File: config.mk
export PLATFORM = sky130hd
export DESIGN_NAME = alu_op_sequencer_flat
export DESIGN_NICKNAME = d
export VERILOG_FILES = /design/src/rtl/alu_pkg.sv /design/src/rtl/alu_op_sequencer_if.sv /design/src/rtl/alu_cmd_fifo.sv /design/src/rtl/alu_op_sequencer.sv /design/src/flat_wrapper.sv
export SDC_FILE = /design/constraint.sdc
export NUM_CORES = 1
export LEC_CHECK = 0
export ABC_AREA = 1
export CORE_MARGIN = 2
export CORE_UTILIZATION = 41
export CTS_CLUSTER_SIZE = 28
export DETAILED_ROUTE_END_ITERATION = 10
export SYNTH_ARGS = -nofsm -noshare
export SYNTH_HDL_FRONTEND = slang
export SYNTH_HIERARCHICAL = 1
export SYNTH_SLANG_ARGS = --single-unit
export TNS_END_PERCENT = 10
File: constraint.sdc
create_clock -name clk -period 6.5 [get_ports clk]
set_clock_uncertainty 0.2 [all_clocks]
set_input_delay 1.3 -clock clk [delete_from_list [all_inputs] [get_ports clk]]
set_output_delay 1.3 -clock clk [all_outputs]
set_load 0.005 [all_outputs]
File: src/rtl/alu_pkg.sv
// Shared types and encodings for the ALU command sequencer.
// Command/response layouts, opcode and shift-select codes, flag bit positions.
// FSM state encoding used by the sequencer top.
package alu_pkg;

  // ALU operation codes carried in the OP field
  localparam logic [1:0] OP_ADD = 2'b00;
  localparam logic [1:0] OP_SUB = 2'b01;
  localparam logic [1:0] OP_OR  = 2'b10;
  localparam logic [1:0] OP_AND = 2'b11;

  // Shifter select codes carried in the OP_S field
  localparam logic [1:0] OPS_NONE = 2'b00;
  localparam logic [1:0] OPS_SR   = 2'b01;
  localparam logic [1:0] OPS_SL   = 2'b10;

  // Bit positions inside the 4-bit flag vector {Cero,Negativo,C_out,Overflow}
  localparam int FLAG_CERO = 3;
  localparam int FLAG_NEG  = 2;
  localparam int FLAG_COUT = 1;
  localparam int FLAG_OVF  = 0;

  // 16-bit command word, MSB first
  typedef struct packed {
    logic [3:0] a;
    logic [3:0] b;
    logic [1:0] op;
    logic [1:0] op_s;
    logic [1:0] shift_r;
    logic [1:0] shift_l;
  } alu_cmd_t;

  // 8-bit response word
  typedef struct packed {
    logic [3:0] result;
    logic [3:0] flags;
  } alu_rsp_t;

  // Sequencer FSM states
  typedef enum logic [1:0] {
    IDLE   = 2'd0,
    SETTLE = 2'd1,
    RESP   = 2'd2
  } seq_state_t;

endpackage

File: src/rtl/alu_op_sequencer_if.sv
// Command and response handshake bundle for the ALU sequencer.
// master = command producer / response consumer, slave = the sequencer.
// Both channels use valid/ready; a beat moves when both are high at a clock edge.
interface alu_op_sequencer_if;
  import alu_pkg::*;

  logic     cmd_valid;
  logic     cmd_ready;
  alu_cmd_t cmd_data;
  logic     rsp_valid;
  logic     rsp_ready;
  alu_rsp_t rsp_data;

  modport master (
    output cmd_valid, cmd_data, rsp_ready,
    input  cmd_ready, rsp_valid, rsp_data
  );

  modport slave (
    input  cmd_valid, cmd_data, rsp_ready,
    output cmd_ready, rsp_valid, rsp_data
  );

endinterface

File: src/rtl/alu_cmd_fifo.sv
// Purpose: synchronous command FIFO with full/empty/occupancy outputs.
// Latency: a pushed word is visible at the head one cycle after the push edge.
// Backpressure: push ignored when full, pop ignored when empty; no bypass path.
module alu_cmd_fifo #(
  parameter int DEPTH = 4,
  parameter int WIDTH = 16
) (
  input  logic                   clk,
  input  logic                   reset,
  input  logic                   push_vld,
  input  logic [WIDTH-1:0]       push_dat,
  input  logic                   pop_rdy,
  output logic [WIDTH-1:0]       pop_dat,
  output logic                   full,
  output logic                   empty,
  output logic [$clog2(DEPTH):0] count
);

  localparam int AW = $clog2(DEPTH);
  localparam logic [AW:0] FULL_CNT = (AW + 1)'(DEPTH);

  logic [WIDTH-1:0] mem_q [DEPTH];
  logic [WIDTH-1:0] mem_d [DEPTH];
  logic [AW-1:0]    wr_ptr_q, wr_ptr_d;
  logic [AW-1:0]    rd_ptr_q, rd_ptr_d;
  logic [AW:0]      cnt_q, cnt_d;
  logic             do_push;
  logic             do_pop;

  assign full    = (cnt_q == FULL_CNT);
  assign empty   = (cnt_q == '0);
  assign count   = cnt_q;
  assign pop_dat = mem_q[rd_ptr_q];
  assign do_push = push_vld && !full;
  assign do_pop  = pop_rdy && !empty;

  // Next-state for storage, pointers and occupancy; pointers wrap on power-of-2 depth
  always_comb begin
    mem_d    = mem_q;
    wr_ptr_d = wr_ptr_q;
    rd_ptr_d = rd_ptr_q;
    cnt_d    = cnt_q;
    if (do_push) begin
      mem_d[wr_ptr_q] = push_dat;
      wr_ptr_d        = wr_ptr_q + AW'(1);
    end
    if (do_pop) begin
      rd_ptr_d = rd_ptr_q + AW'(1);
    end
    case ({do_push, do_pop})
      2'b10:   cnt_d = cnt_q + (AW + 1)'(1);
      2'b01:   cnt_d = cnt_q - (AW + 1)'(1);
      default: cnt_d = cnt_q;
    endcase
  end

  // State register; reset flushes the queue
  always_ff @(posedge clk) begin
    if (reset) begin
      wr_ptr_q <= '0;
      rd_ptr_q <= '0;
      cnt_q    <= '0;
      for (int i = 0; i < DEPTH; i++) begin
        mem_q[i] <= '0;
      end
    end else begin
      wr_ptr_q <= wr_ptr_d;
      rd_ptr_q <= rd_ptr_d;
      cnt_q    <= cnt_d;
      mem_q    <= mem_d;
    end
  end

endmodule

File: src/rtl/alu_op_sequencer.sv
// Purpose: buffers ALU commands, drives registered operands, captures result+flags after a settle window.
// Latency: push at edge N into an empty FIFO -> pop at N+1 -> rsp_valid after edge N+1+SETTLE_CYC.
// Backpressure: cmd_ready low when the FIFO is full; response held until rsp_ready, one op in flight.
module alu_op_sequencer import alu_pkg::*; #(
  parameter int FIFO_DEPTH = 4,
  parameter int SETTLE_CYC = 2,
  parameter int CNT_W      = 8
) (
  input  logic               clk,
  input  logic               reset,
  alu_op_sequencer_if.slave  bus,
  output logic [3:0]         alu_a,
  output logic [3:0]         alu_b,
  output logic [1:0]         alu_op,
  output logic [1:0]         alu_op_s,
  output logic [1:0]         alu_shift_r,
  output logic [1:0]         alu_shift_l,
  input  logic [3:0]         alu_result,
  input  logic [3:0]         alu_flags,
  output logic [CNT_W-1:0]   ovf_count,
  output logic               busy
);

  localparam int              SC_W    = (SETTLE_CYC > 1) ? $clog2(SETTLE_CYC) : 1;
  localparam logic [SC_W-1:0] SC_LAST = SC_W'(SETTLE_CYC - 1);
  localparam int              FCNT_W  = $clog2(FIFO_DEPTH) + 1;

  seq_state_t        state_q, state_d;
  logic [SC_W-1:0]   cnt_q, cnt_d;
  alu_cmd_t          cmd_q, cmd_d;
  alu_rsp_t          rsp_q, rsp_d;
  logic              rsp_vld_q, rsp_vld_d;
  logic [CNT_W-1:0]  ovf_q, ovf_d;

  logic              fifo_full;
  logic              fifo_empty;
  logic              fifo_pop;
  logic [15:0]       fifo_head;
  logic [FCNT_W-1:0] fifo_count;
  logic              capture;

  alu_cmd_fifo #(
    .DEPTH (FIFO_DEPTH),
    .WIDTH (16)
  ) u_fifo (
    .clk      (clk),
    .reset    (reset),
    .push_vld (bus.cmd_valid),
    .push_dat (bus.cmd_data),
    .pop_rdy  (fifo_pop),
    .pop_dat  (fifo_head),
    .full     (fifo_full),
    .empty    (fifo_empty),
    .count    (fifo_count)
  );

  // Sequencer: pop in IDLE, hold operands for the settle window, capture, then wait for the consumer
  always_comb begin
    state_d   = state_q;
    cnt_d     = cnt_q;
    cmd_d     = cmd_q;
    rsp_d     = rsp_q;
    rsp_vld_d = rsp_vld_q;
    fifo_pop  = 1'b0;
    capture   = 1'b0;
    case (state_q)
      IDLE: begin
        if (!fifo_empty) begin
          fifo_pop = 1'b1;
          cmd_d    = alu_cmd_t'(fifo_head);
          cnt_d    = '0;
          state_d  = SETTLE;
        end
      end
      SETTLE: begin
        if (cnt_q == SC_LAST) begin
          capture      = 1'b1;
          rsp_d.result = alu_result;
          rsp_d.flags  = alu_flags;
          rsp_vld_d    = 1'b1;
          state_d      = RESP;
        end else begin
          cnt_d = cnt_q + SC_W'(1);
        end
      end
      RESP: begin
        // Operands stay on the ALU; the next pop waits for the following IDLE cycle
        if (bus.rsp_ready) begin
          rsp_vld_d = 1'b0;
          state_d   = IDLE;
        end
      end
      default: state_d = IDLE;
    endcase
  end

  // Saturating count of captured results carrying the Overflow flag
  always_comb begin
    ovf_d = ovf_q;
    if (capture && alu_flags[FLAG_OVF] && (ovf_q != '1)) begin
      ovf_d = ovf_q + CNT_W'(1);
    end
  end

  // State registers; reset returns everything, including the operand outputs, to zero
  always_ff @(posedge clk) begin
    if (reset) begin
      state_q   <= IDLE;
      cnt_q     <= '0;
      cmd_q     <= '0;
      rsp_q     <= '0;
      rsp_vld_q <= 1'b0;
      ovf_q     <= '0;
    end else begin
      state_q   <= state_d;
      cnt_q     <= cnt_d;
      cmd_q     <= cmd_d;
      rsp_q     <= rsp_d;
      rsp_vld_q <= rsp_vld_d;
      ovf_q     <= ovf_d;
    end
  end

  assign bus.cmd_ready = !fifo_full;
  assign bus.rsp_valid = rsp_vld_q;
  assign bus.rsp_data  = rsp_q;

  assign alu_a       = cmd_q.a;
  assign alu_b       = cmd_q.b;
  assign alu_op      = cmd_q.op;
  assign alu_op_s    = cmd_q.op_s;
  assign alu_shift_r = cmd_q.shift_r;
  assign alu_shift_l = cmd_q.shift_l;

  assign ovf_count = ovf_q;
  assign busy      = (state_q != IDLE) || (fifo_count != '0);

endmodule
File: src/flat_wrapper.sv
// flat-port wrapper written by rule: the top's interface ports become plain ports
module alu_op_sequencer_flat import alu_pkg::*;
#(
  parameter int FIFO_DEPTH = 4,
  parameter int SETTLE_CYC = 2,
  parameter int CNT_W      = 8
)
  (clk, reset, alu_a, alu_b, alu_op, alu_op_s, alu_shift_r, alu_shift_l, alu_result, alu_flags, ovf_count, busy, bus_cmd_valid, bus_cmd_data, bus_rsp_ready, bus_cmd_ready, bus_rsp_valid, bus_rsp_data);
  alu_op_sequencer_if bus_i ();
  input  logic clk;
  input  logic reset;
  output logic [3:0] alu_a;
  output logic [3:0] alu_b;
  output logic [1:0] alu_op;
  output logic [1:0] alu_op_s;
  output logic [1:0] alu_shift_r;
  output logic [1:0] alu_shift_l;
  input  logic [3:0] alu_result;
  input  logic [3:0] alu_flags;
  output logic [CNT_W-1:0] ovf_count;
  output logic busy;
  input wire logic [$bits(bus_i.cmd_valid)-1:0] bus_cmd_valid;
  input wire logic [$bits(bus_i.cmd_data)-1:0] bus_cmd_data;
  input wire logic [$bits(bus_i.rsp_ready)-1:0] bus_rsp_ready;
  output wire logic [$bits(bus_i.cmd_ready)-1:0] bus_cmd_ready;
  output wire logic [$bits(bus_i.rsp_valid)-1:0] bus_rsp_valid;
  output wire logic [$bits(bus_i.rsp_data)-1:0] bus_rsp_data;
  assign bus_i.cmd_valid = bus_cmd_valid;
  assign bus_i.cmd_data = bus_cmd_data;
  assign bus_i.rsp_ready = bus_rsp_ready;
  assign bus_cmd_ready = bus_i.cmd_ready;
  assign bus_rsp_valid = bus_i.rsp_valid;
  assign bus_rsp_data = bus_i.rsp_data;
  alu_op_sequencer #(.FIFO_DEPTH(FIFO_DEPTH), .SETTLE_CYC(SETTLE_CYC), .CNT_W(CNT_W)) u_core (.clk(clk), .reset(reset), .bus(bus_i), .alu_a(alu_a), .alu_b(alu_b), .alu_op(alu_op), .alu_op_s(alu_op_s), .alu_shift_r(alu_shift_r), .alu_shift_l(alu_shift_l), .alu_result(alu_result), .alu_flags(alu_flags), .ovf_count(ovf_count), .busy(busy));
endmodule
==> impl_metrics.csv <==
group,metric,value,unit
clocking,h-tree-depth,3,
synthesis,synthesis.nets,880,
clocking,clockRootBuffer,"clkbuf_16",
pwr,max-vdd-ir-drop,0.138,mV
clocking,worstSkewPairLatency,0.35,ns
clocking,numCtsBuffers,9,
pwr,clockPowerShare,25.8,%
drt,wirelength,14000,µm
pwr,switching_share,37.2,%
final_layout,nFillCells,1428,
synthesis,syn_area,5550,µm²
pwr,power_density,331,nW/µm²
placed_design,detailed_place_hpwl,8070,µm
timing,relSlewSlack,19.7,%
synthesis,ys_ff_latch,107,
drt,wl_per_cell,13.3,µm
timing,worstMarginPinSlew,1.20,ns
timing,setup_viol,0,
synthesis,synthTopCellsByArea,"dfxtp_1 (39%), nand2_1 (12%), inv_1 (11%)",
clocking,ctsHoldBuffers,0,
run,drv_cap,0,
global_route,overflow,0,
synthesis,synth_ff_type,"dfxtp_1",
pwr,seqPwrFrac,38.6,%
setup_path,crit_arrival,1.80,ns
placed_design,placed_cells,1037,
clocking,cts_setup_buffers,0,
floorplan,die_x,120,µm
floorplan,die_area,14500,µm²
floorplan,core_area,13200,µm²
timing,post-route-period-util,50.7,%
final_layout,nets,907,
clocking,clk_path_buf_depth,2,
pwr,pwr-share-comb,35.6,%
timing,rsz0062_at_grt,"no",
run_status,status,"completed",
synthesis,synth_seq_area_share,38.6,%
pwr,p_int,1340,µW
final_layout,drive_above_1_share,6.05,%
clocking,cts_sinks,107,
clocking,cts.clk_slew.worst_paths,0.07,ns
pwr,power.leakage,0.00295,µW
min_path,hp-class,"reg2reg",
floorplan,chipHeight,120,µm
setup_path,required,5.00,ns
placed_design,portBuffers,62,
synthesis,synthTopCellsByCount,"nand2_1 (170), inv_1 (168), nor2_1 (130)",
synthesis,synth_cell_types,31,
drt,drc,0,
setup_path,start_kind,"flop",
timing,post-route-min-period,3.30,ns
synthesis,avgSynthCellArea,6.56,µm²
pwr,switchingPower,794,µW
final_layout,final_cell_count_no_fill,1052,
timing,drv_slew,0,
global_route,antenna_found_initial,0,
drt,drt_pass1_iterations,4,
floorplan,fp-row-count,42,
final_layout,area_delta_synth_final,16.2,%
setup_path,timing_worst_setup_path_type,"reg2out",
drt,num_vias,4922,
synthesis,synth_top_area_share,38.6,%
placed_design,gp_congestion,0.766,
global_route,track_usage,19.6,%
synthesis,synth.most_common_cell,"nand2_1",
floorplan,io_pins,63,
drt,drtAntennaViolNets,0,
drt,drtIter0Drc,387,
timing,max_freq,303,MHz
setup_path,endpoint_kind,"output port",
timing,tns,0,ns
synthesis,synth_edf_count,0,
synthesis,synth_largest_area_cell,"dfxtp_1",
global_route,grt_pass1_wl,22500,µm
clocking,cts_tree,"built",
clocking,cts-resized-gates,0,
synthesis,synth_cells,845,
drt,via_per_inst,4.68,
synthesis,ys_warn_count,6,
setup_path,crit_fanout,72,
synthesis,async_flop_share,0,%
final_layout,n_antenna_cell,0,
timing,hold_violations,0,
floorplan,start_util,41.9,%
global_route,grt_pass1_vias,4511,
global_route,grt_max_degree,73,
[layer usage]
metal,up-vias,share of wire [%],global-route usage [%]
li1,2660,-,-
met1,2122,51,27.5
met2,127,42,30.5
met3,13,5.9,3.25
met4,0,1.3,6.90
met5,-,0,0
[state kept, by name, indices dropped and copies added (netlist names), 3 cells and up]
register             flops
u_core/bus.rsp_data      8
u_core/alu_b             4
u_core/alu_a             4
u_core/u_fifo/count      3
u_core/ovf_count         8
u_core/u_fifo/mem_q     64
[final cells by class]
class,count,area [µm²],share of cell area [%]
Multi-Input combinational cell,514,2490,38.6
Timing Repair Buffer,67,653,10.1
Inverter,173,652,10.1
Sequential cell,107,2140,33.2
Clock inverter,5,53.8,0.835
Tap cell,176,220,3.42
Clock buffer,10,239,3.71
[stage by stage]
step	cell area (µm²)	hold WS [ns]	utilization, %	total power, µW	worst slack (ns)
floorplan	5550	0.256	-	1370	3.59
detailed placement	6150	0.256	46.5	1600	3.04
global route	6450	0.290	48.7	2280	3.07
global placement	6150	0.254	46.5	1590	3.04
finish	6450	0.266	48.7	2140	3.20
CTS	6450	0.268	48.7	2150	3.16
[cell usage in the layout (no fill, tap or decap), types with 4 or more instances in the layout]
cell             instances
clkdlybuf4s50_1         61
nor2_2                  18
o22ai_1                 16
o21ai_0                 44
nand2_1                170
buf_4                    5
a21oi_1                 22
nand4_1                 64
clkbuf_16                9
ha_1                     6
inv_1                  168
o21ai_1                  8
nor2_1                 130
dfxtp_1                107
nand3_4                  4
inv_2                    4
nand3_1                 21
[cells by family after synthesis]
group	synth area share (%)
compound gates	8.75
xor+xnor	0.158
fa+ha+maj	1.71
buf+inv	16.6
flops	38.6
simple gates	34.2
[final timing paths]
check	from	to	slack, ns	cells past startpoint
worst max-delay path	u_core/u_fifo/count[0]$_SDFFE_PP0P_	bus_cmd_ready	3.20	5
worst min-delay path	u_core/bus.rsp_data[7]$_SDFFE_PP0P_	u_core/bus.rsp_data[7]$_SDFFE_PP0P_	0.27	2
worst max register to register	u_core/u_fifo/count[2]$_SDFFE_PP0P_	u_core/u_fifo/count[2]$_SDFFE_PP0P_	3.95	14
worst min register to register	u_core/bus.rsp_data[7]$_SDFFE_PP0P_	u_core/bus.rsp_data[7]$_SDFFE_PP0P_	0.27	2
[worst max-delay path, cell delays in order (launching register included)]
cell and delay, ns:
dfxtp_1 0.40, nor2_4 0.08, nand2_8 0.33, inv_1 0.08, inv_1 0.06, clkdlybuf4s50_1 0.48
[power by group through the flow]
stage / clock (µW) / combinational [µW] / sequential [µW]
2_1_floorplan: 0 / 552 / 820
4_1_cts: 563 / 763 / 824
3_5_place_dp: 0 / 756 / 839
3_3_place_gp: 0 / 758 / 837
6_report: 552 / 760 / 823
5_1_grt: 587 / 861 / 835
(Power assumes the default switching activity.)
